### src/rtl/fxp_add_arbiter_pkg.sv
// Shared constants for the fixed-point adder arbiter: FSM encodings and
// saturation bounds for an arbitrary operand width.
package fxp_add_arbiter_pkg;

    localparam logic [0:0] FXP_ARB_EMPTY = 1'b0;
    localparam logic [0:0] FXP_ARB_FULL  = 1'b1;

    // Callers truncate the 64-bit value to their own width.
    function automatic logic [63:0] fxp_sat_max(input int w);
        return (64'd1 << (w - 1)) - 64'd1;
    endfunction

    function automatic logic [63:0] fxp_sat_min(input int w);
        return 64'd1 << (w - 1);
    endfunction

endpackage

### src/rtl/fxp_add_arbiter_if.sv
// Requester/consumer bus for the shared adder; operands are packed per requester.
interface fxp_add_arbiter_if #(
    parameter int BIT_WIDTH = 16,
    parameter int NUM_REQ   = 4,
    parameter int ID_WIDTH  = 2
);
    logic [NUM_REQ-1:0]           req_valid;
    logic [NUM_REQ-1:0]           req_ready;
    logic [NUM_REQ*BIT_WIDTH-1:0] req_a;
    logic [NUM_REQ*BIT_WIDTH-1:0] req_b;
    logic                         resp_valid;
    logic                         resp_ready;
    logic [BIT_WIDTH-1:0]         resp_y;
    logic [ID_WIDTH-1:0]          resp_id;
    logic                         resp_ovf;

    modport master (
        output req_valid, req_a, req_b, resp_ready,
        input  req_ready, resp_valid, resp_y, resp_id, resp_ovf
    );

    modport slave (
        input  req_valid, req_a, req_b, resp_ready,
        output req_ready, resp_valid, resp_y, resp_id, resp_ovf
    );
endinterface

### src/rtl/fxp_add_arbiter_add.sv
// Wrap-around two's-complement adder shared by all requesters.
module fxp_add #(
    parameter int BIT_WIDTH = 16
) (
    input  logic [BIT_WIDTH-1:0] a,
    input  logic [BIT_WIDTH-1:0] b,
    output logic [BIT_WIDTH-1:0] y
);
    assign y = a + b;
endmodule

### src/rtl/fxp_add_arbiter_rr.sv
// Combinational round-robin picker: first asserted request at or after ptr,
// wrapping modulo NUM_REQ.
module fxp_rr_arbiter #(
    parameter int NUM_REQ  = 4,
    parameter int ID_WIDTH = 2
) (
    input  logic [NUM_REQ-1:0]  req,
    input  logic [ID_WIDTH-1:0] ptr,
    input  logic                en,
    output logic [NUM_REQ-1:0]  gnt,
    output logic [ID_WIDTH-1:0] gnt_id
);
    logic [ID_WIDTH:0]   w_sum;
    logic [ID_WIDTH-1:0] w_idx;
    logic                w_found;

    always_comb begin
        gnt     = '0;
        gnt_id  = '0;
        w_found = 1'b0;
        w_sum   = '0;
        w_idx   = '0;
        for (int i = 0; i < NUM_REQ; i++) begin
            w_sum = {1'b0, ptr} + (ID_WIDTH+1)'(i);
            if (w_sum >= (ID_WIDTH+1)'(NUM_REQ))
                w_sum = w_sum - (ID_WIDTH+1)'(NUM_REQ);
            w_idx = w_sum[ID_WIDTH-1:0];
            if (en && !w_found && req[w_idx]) begin
                gnt[w_idx] = 1'b1;
                gnt_id     = w_idx;
                w_found    = 1'b1;
            end
        end
    end
endmodule

### src/rtl/fxp_add_arbiter.sv
// Shares one fxp_add among NUM_REQ requesters; registers sum, id and overflow
// and holds them until the consumer accepts.
module fxp_add_arbiter
    import fxp_add_arbiter_pkg::*;
#(
    parameter int BIT_WIDTH = 16,
    parameter int NUM_REQ   = 4,
    parameter int ID_WIDTH  = 2,
    parameter int SATURATE  = 0
) (
    input logic               CLK,
    input logic               nRST,
    fxp_add_arbiter_if.slave  bus
);
    localparam int MSB = BIT_WIDTH - 1;
    localparam logic [BIT_WIDTH-1:0] SAT_MAX = BIT_WIDTH'(fxp_sat_max(BIT_WIDTH));
    localparam logic [BIT_WIDTH-1:0] SAT_MIN = BIT_WIDTH'(fxp_sat_min(BIT_WIDTH));

    logic [0:0]           r_state;
    logic [ID_WIDTH-1:0]  r_rr_ptr;
    logic [BIT_WIDTH-1:0] r_y;
    logic [ID_WIDTH-1:0]  r_id;
    logic                 r_ovf;

    logic                 w_can_issue;
    logic [NUM_REQ-1:0]   w_gnt;
    logic [ID_WIDTH-1:0]  w_gnt_id;
    logic                 w_grant;
    logic [ID_WIDTH-1:0]  w_ptr_nxt;
    logic [BIT_WIDTH-1:0] w_a;
    logic [BIT_WIDTH-1:0] w_b;
    logic [BIT_WIDTH-1:0] w_sum;
    logic                 w_ovf;
    logic [BIT_WIDTH-1:0] w_y;

    // Gating with nRST drops any grant in a reset cycle and keeps req_ready low.
    assign w_can_issue = (r_state == FXP_ARB_EMPTY) || bus.resp_ready;

    fxp_rr_arbiter #(
        .NUM_REQ  (NUM_REQ),
        .ID_WIDTH (ID_WIDTH)
    ) u_rr (
        .req    (bus.req_valid),
        .ptr    (r_rr_ptr),
        .en     (w_can_issue && nRST),
        .gnt    (w_gnt),
        .gnt_id (w_gnt_id)
    );

    assign bus.req_ready = w_gnt;
    assign w_grant       = |w_gnt;
    assign w_ptr_nxt     = (w_gnt_id == ID_WIDTH'(NUM_REQ - 1)) ? '0 : w_gnt_id + 1'b1;

    assign w_a = bus.req_a[int'(w_gnt_id)*BIT_WIDTH +: BIT_WIDTH];
    assign w_b = bus.req_b[int'(w_gnt_id)*BIT_WIDTH +: BIT_WIDTH];

    fxp_add #(.BIT_WIDTH(BIT_WIDTH)) u_add (
        .a (w_a),
        .b (w_b),
        .y (w_sum)
    );

    // Overflow only when operand signs agree and the result sign differs.
    assign w_ovf = (w_a[MSB] == w_b[MSB]) && (w_sum[MSB] != w_a[MSB]);
    assign w_y   = (SATURATE != 0 && w_ovf) ? (w_a[MSB] ? SAT_MIN : SAT_MAX) : w_sum;

    always_ff @(posedge CLK) begin
        if (!nRST) begin
            r_state  <= FXP_ARB_EMPTY;
            r_rr_ptr <= '0;
            r_y      <= '0;
            r_id     <= '0;
            r_ovf    <= 1'b0;
        end else begin
            if (w_grant) begin
                r_y      <= w_y;
                r_id     <= w_gnt_id;
                r_ovf    <= w_ovf;
                r_rr_ptr <= w_ptr_nxt;
                r_state  <= FXP_ARB_FULL;
            end else if (r_state == FXP_ARB_FULL && bus.resp_ready) begin
                r_state  <= FXP_ARB_EMPTY;
            end
        end
    end

    assign bus.resp_valid = (r_state == FXP_ARB_FULL);
    assign bus.resp_y     = r_y;
    assign bus.resp_id    = r_id;
    assign bus.resp_ovf   = r_ovf;
endmodule

### src/flat_wrapper.sv
// flat-port wrapper written by rule: the top's interface ports become plain ports
module fxp_add_arbiter_flat import fxp_add_arbiter_pkg::*;
#(
    parameter int BIT_WIDTH = 16,
    parameter int NUM_REQ   = 4,
    parameter int ID_WIDTH  = 2,
    parameter int SATURATE  = 0
)
  (CLK, nRST, bus_req_valid, bus_req_a, bus_req_b, bus_resp_ready, bus_req_ready, bus_resp_valid, bus_resp_y, bus_resp_id, bus_resp_ovf);
  fxp_add_arbiter_if #(.BIT_WIDTH(BIT_WIDTH), .NUM_REQ(NUM_REQ), .ID_WIDTH(ID_WIDTH)) bus_i ();
  input logic CLK;
  input logic nRST;
  input wire logic [$bits(bus_i.req_valid)-1:0] bus_req_valid;
  input wire logic [$bits(bus_i.req_a)-1:0] bus_req_a;
  input wire logic [$bits(bus_i.req_b)-1:0] bus_req_b;
  input wire logic [$bits(bus_i.resp_ready)-1:0] bus_resp_ready;
  output wire logic [$bits(bus_i.req_ready)-1:0] bus_req_ready;
  output wire logic [$bits(bus_i.resp_valid)-1:0] bus_resp_valid;
  output wire logic [$bits(bus_i.resp_y)-1:0] bus_resp_y;
  output wire logic [$bits(bus_i.resp_id)-1:0] bus_resp_id;
  output wire logic [$bits(bus_i.resp_ovf)-1:0] bus_resp_ovf;
  assign bus_i.req_valid = bus_req_valid;
  assign bus_i.req_a = bus_req_a;
  assign bus_i.req_b = bus_req_b;
  assign bus_i.resp_ready = bus_resp_ready;
  assign bus_req_ready = bus_i.req_ready;
  assign bus_resp_valid = bus_i.resp_valid;
  assign bus_resp_y = bus_i.resp_y;
  assign bus_resp_id = bus_i.resp_id;
  assign bus_resp_ovf = bus_i.resp_ovf;
  fxp_add_arbiter #(.BIT_WIDTH(BIT_WIDTH), .NUM_REQ(NUM_REQ), .ID_WIDTH(ID_WIDTH), .SATURATE(SATURATE)) u_core (.CLK(CLK), .nRST(nRST), .bus(bus_i));
endmodule
### config.mk
export PLATFORM = sky130hd
export DESIGN_NAME = fxp_add_arbiter_flat
export DESIGN_NICKNAME = d
export VERILOG_FILES = /design/src/rtl/fxp_add_arbiter_pkg.sv /design/src/rtl/fxp_add_arbiter_if.sv /design/src/rtl/fxp_add_arbiter_add.sv /design/src/rtl/fxp_add_arbiter_rr.sv /design/src/rtl/fxp_add_arbiter.sv /design/src/flat_wrapper.sv
export SDC_FILE = /design/constraint.sdc
export NUM_CORES = 1
export LEC_CHECK = 0
export BUFFER_PORTS_ARGS = -buffer_cell sky130_fd_sc_hd__buf_2
export CORE_MARGIN = 4
export CORE_UTILIZATION = 41
export DETAILED_ROUTE_END_ITERATION = 8
export GPL_TIMING_DRIVEN = 1
export PLACE_DENSITY = 0.83
export SLEW_MARGIN = 20
export SYNTH_ARGS = -nofsm -noshare
export SYNTH_HDL_FRONTEND = slang
export SYNTH_SLANG_ARGS = --single-unit
### constraint.sdc
create_clock -name CLK -period 5 [get_ports CLK]
set_input_delay 0.25 -clock CLK [delete_from_list [all_inputs] [get_ports CLK]]
set_output_delay 0.25 -clock CLK [all_outputs]
set_load 0.1 [all_outputs]
==> impl_metrics.csv <==
group,metric,value,unit
run_status,status,"complete, no violations",
synthesis,synth_nets,548,
critical_path,worstSetupStartpointType,"flip-flop",
sta,setup_tns,0,ps
critical_path,critPathLaunch,"u_core.r_rr_ptr[1]$_SDFFE_PN0P_",
die,row_count,30,
clock_network,clk_pin_slew_worst_paths,90,ps
critical_path,crit_family,"compound AO/OA/AOI/OAI gates",
drt,firstDrtPassIters,6,
drt,vias_per_cell,5.33,
placed_design,portBuffers,158,
synthesis,yosysUniqueCellTypes,50,
placed_design,routabilityCongestion,0.890,
layout,area_delta_synth_final,37.1,%
global_route,grt-ovfl-total,0,
drt,drc,0,
min_path,hold_start,"nRST",
clock_network,clkLatencyLatePin,260,ps
layout,diodes,0,
die,dieArea,0.00839,mm2
drt,ant_nets,0,
critical_path,worst-setup-path-type,"reg2reg",
pwr,power_density,875,mW/mm2
critical_path,r2r-end,"u_core.bus.resp_y[15]$_SDFFE_PN0P_",
pwr,p_sw_frac,0.556,
pwr,ir_drop,409,uV
synthesis,syn_area_per_cell,7.29,um2
layout,layout_commonest_cell,"buf_2",
min_path,hold_depth,2,
pwr,internal-power,1.52,mW
critical_path,path_max_fanout,15,
sta,finClkSkew,4.70,ps
critical_path,crit_slowest_cell,"ha_2",
synthesis,yosysSeqAreaShare,0.154,
critical_path,r2r_start,"u_core.r_rr_ptr[1]$_SDFFE_PN0P_",
synthesis,synthFlopType,"dfxtp_1",
layout,final_core_util,0.578,
critical_path,reg2regPathDepth,19,
die,die_h,91.6,um
sta,tightest_slew,508,ps
synthesis,syn_inst,393,
clock_network,htree_levels,1,
pwr,power_frac_comb,0.887,
critical_path,max_stage_delay,400,ps
sta,min_period,4650,ps
drt,wirelength,8910,um
sta,max_freq,0.215,GHz
clock_network,clockBufferDepth,2,
placed_design,dp_hpwl,7240,um
layout,final_cell_mix,"buf_2 (158), nand2_1 (69), nor2_1 (33)",
min_path,min_to,"u_core.bus.resp_id[1]$_SDFFE_PN0P_",
min_path,hp-class,"in2reg",
drt,vias,3423,
sta,setup_violations,0,
critical_path,r2r_slack,350,ps
critical_path,critPathBufInv,3,
sta,drv_slew,0,
layout,stdcell_count,642,
global_route,antenna_found_initial,0,
drt,drtIter0Drc,97,
critical_path,cp-end-kind,"flip-flop",
synthesis,synth_edf_count,0,
global_route,grt_max_degree,36,
die,num_io_pins,159,
global_route,grt_pass1_vias,3318,
synthesis,synth_seq_cells,22,
layout,fin_nets,702,
layout,fillers,652,
die,core,0.00679,mm2
global_route,track_usage,0.200,
sta,hold_slack,251,ps
layout,drive_gt1_frac,0.364,
sta,hold_viol,0,
pwr,pwr-share-seq,0.075,
pwr,switchingPower,1.91,mW
sta,period_share,0.931,
placed_design,dp_cells,635,
die,die_x,91.6,um
clock_network,numCtsBuffers,3,
critical_path,arrival,4820,ps
run,drv_cap,0,
critical_path,cp.required,5170,ps
pwr,leakage,1.94,nW
clock_network,root_buffer,"clkbuf_8",
placed_design,place_area,0.00380,mm2
global_route,grt_pass1_wl,14300,um
sta,slew_headroom,0.664,
synthesis,ys_async_sr_fraction,0,
drt,wire_per_inst,13.9,um
clock_network,cts_num_sinks,22,
clock_network,cts_tree,"done",
critical_path,worstPathCellList,"inv_1 > ha_2 > mux4_2 > nor3_4 > and2_1 > o32ai_4 > buf_4 > buf_4 > and2_1 > a211oi_1 > a31oi_1 > ha_1 > a2111oi_4 > a21boi_2 > o21ai_2 > a2111oi_1 > nor3_1 > xor3_1 > o21a_1",
layout,fin_area,0.00393,mm2
pwr,clkPwrFrac,0.038,
synthesis,netlist_area,0.00287,mm2
synthesis,ys_warn_count,0,
die,initial_core_util,0.422,
through the flow:
step	worst slack, ps	power (mW)
final	347	3.43
after detailed placement	131	3.19
after global placement	287	3.12
after CTS	101	3.34
after floorplan	149	2.64
after global routing	-32.7	3.77
synthesized netlist by cell type (4+ instances only):
master | n | area, um2
clkbuf_1 | 17 | 63.8
and2_0 | 5 | 31.3
buf_4 | 4 | 30.0
nor2_1 | 33 | 124
dfxtp_1 | 22 | 440
nor2b_1 | 6 | 37.5
nor3_1 | 4 | 20.0
ha_1 | 19 | 238
inv_1 | 10 | 37.5
a21oi_1 | 22 | 110
and2_1 | 28 | 175
a32oi_1 | 8 | 70.1
a31oi_1 | 31 | 194
mux2i_1 | 14 | 140
xnor2_1 | 12 | 105
o21ai_0 | 7 | 35.0
a21o_1 | 4 | 30.0
a211oi_1 | 31 | 233
nand2b_1 | 4 | 25.0
nand2_1 | 69 | 259
cells by family after synthesis:
| logic type | after synthesis | share of synthesized area |
|---|---|---|
| XOR/XNOR | 15 | 0.0511 |
| multiplexers | 19 | 0.0830 |
| adder cells (fa/ha/maj) | 20 | 0.0900 |
| AO/OA/AOI/OAI | 122 | 0.294 |
| AND/OR/NAND/NOR | 159 | 0.272 |
| buffers and inverters | 36 | 0.0559 |
| flip-flops | 22 | 0.154 |
layout make-up:
type	instances	area [um2]	share of cell area
Sequential cell	22	442	0.112
Inverter	10	37.5	0.00956
Multi-Input combinational cell	335	2330	0.593
Timing Repair Buffer	175	943	0.240
Tap cell	96	120	0.0306
Clock buffer	4	55.1	0.0140
worst max path at each step:
| stage | end | slack (ps) | depth (start not counted) |
|---|---|---|---|
| 2_1_floorplan | u_core.bus.resp_y[15]$_SDFFE_PN0P_ | 150 | 19 |
| 5_1_grt | u_core.bus.resp_y[15]$_SDFFE_PN0P_ | -30 | 20 |
| 3_3_place_gp | u_core.bus.resp_y[15]$_SDFFE_PN0P_ | 290 | 17 |
| 3_5_place_dp | u_core.bus.resp_y[15]$_SDFFE_PN0P_ | 130 | 16 |
| 6_report | u_core.bus.resp_y[15]$_SDFFE_PN0P_ | 350 | 19 |
| 4_1_cts | u_core.bus.resp_y[15]$_SDFFE_PN0P_ | 100 | 16 |
timing repair:
action	4_1_cts	5_1_grt
hold buffers	0	0
gates resized for setup	0	9
setup endpoints to repair	0	2
setup buffers	0	3
sequential cells by signal, indices dropped and copies added, names as in the netlist:
signal	cells
u_core.bus.resp_id	2
u_core.bus.resp_ovf	1
u_core.bus.resp_valid	1
u_core.bus.resp_y	16
u_core.r_rr_ptr	2
per-layer routing:
metal,GRT usage,vias to the layer above,routed length [um]
met5,0,-,0
met3,0.0307,10,633
li1,-,1729,-
met4,0.0314,0,79
met2,0.384,124,4640
met1,0.235,1560,3560
power by group through the flow:
stage	combinational, mW	sequential [mW]	clock, mW
floorplan	2.07	0.563	0
CTS	2.94	0.258	0.136
global route	3.36	0.264	0.144
detailed placement	2.93	0.261	0
global placement	2.86	0.260	0
finish	3.05	0.258	0.131
Power figures use the tool's default switching activity.
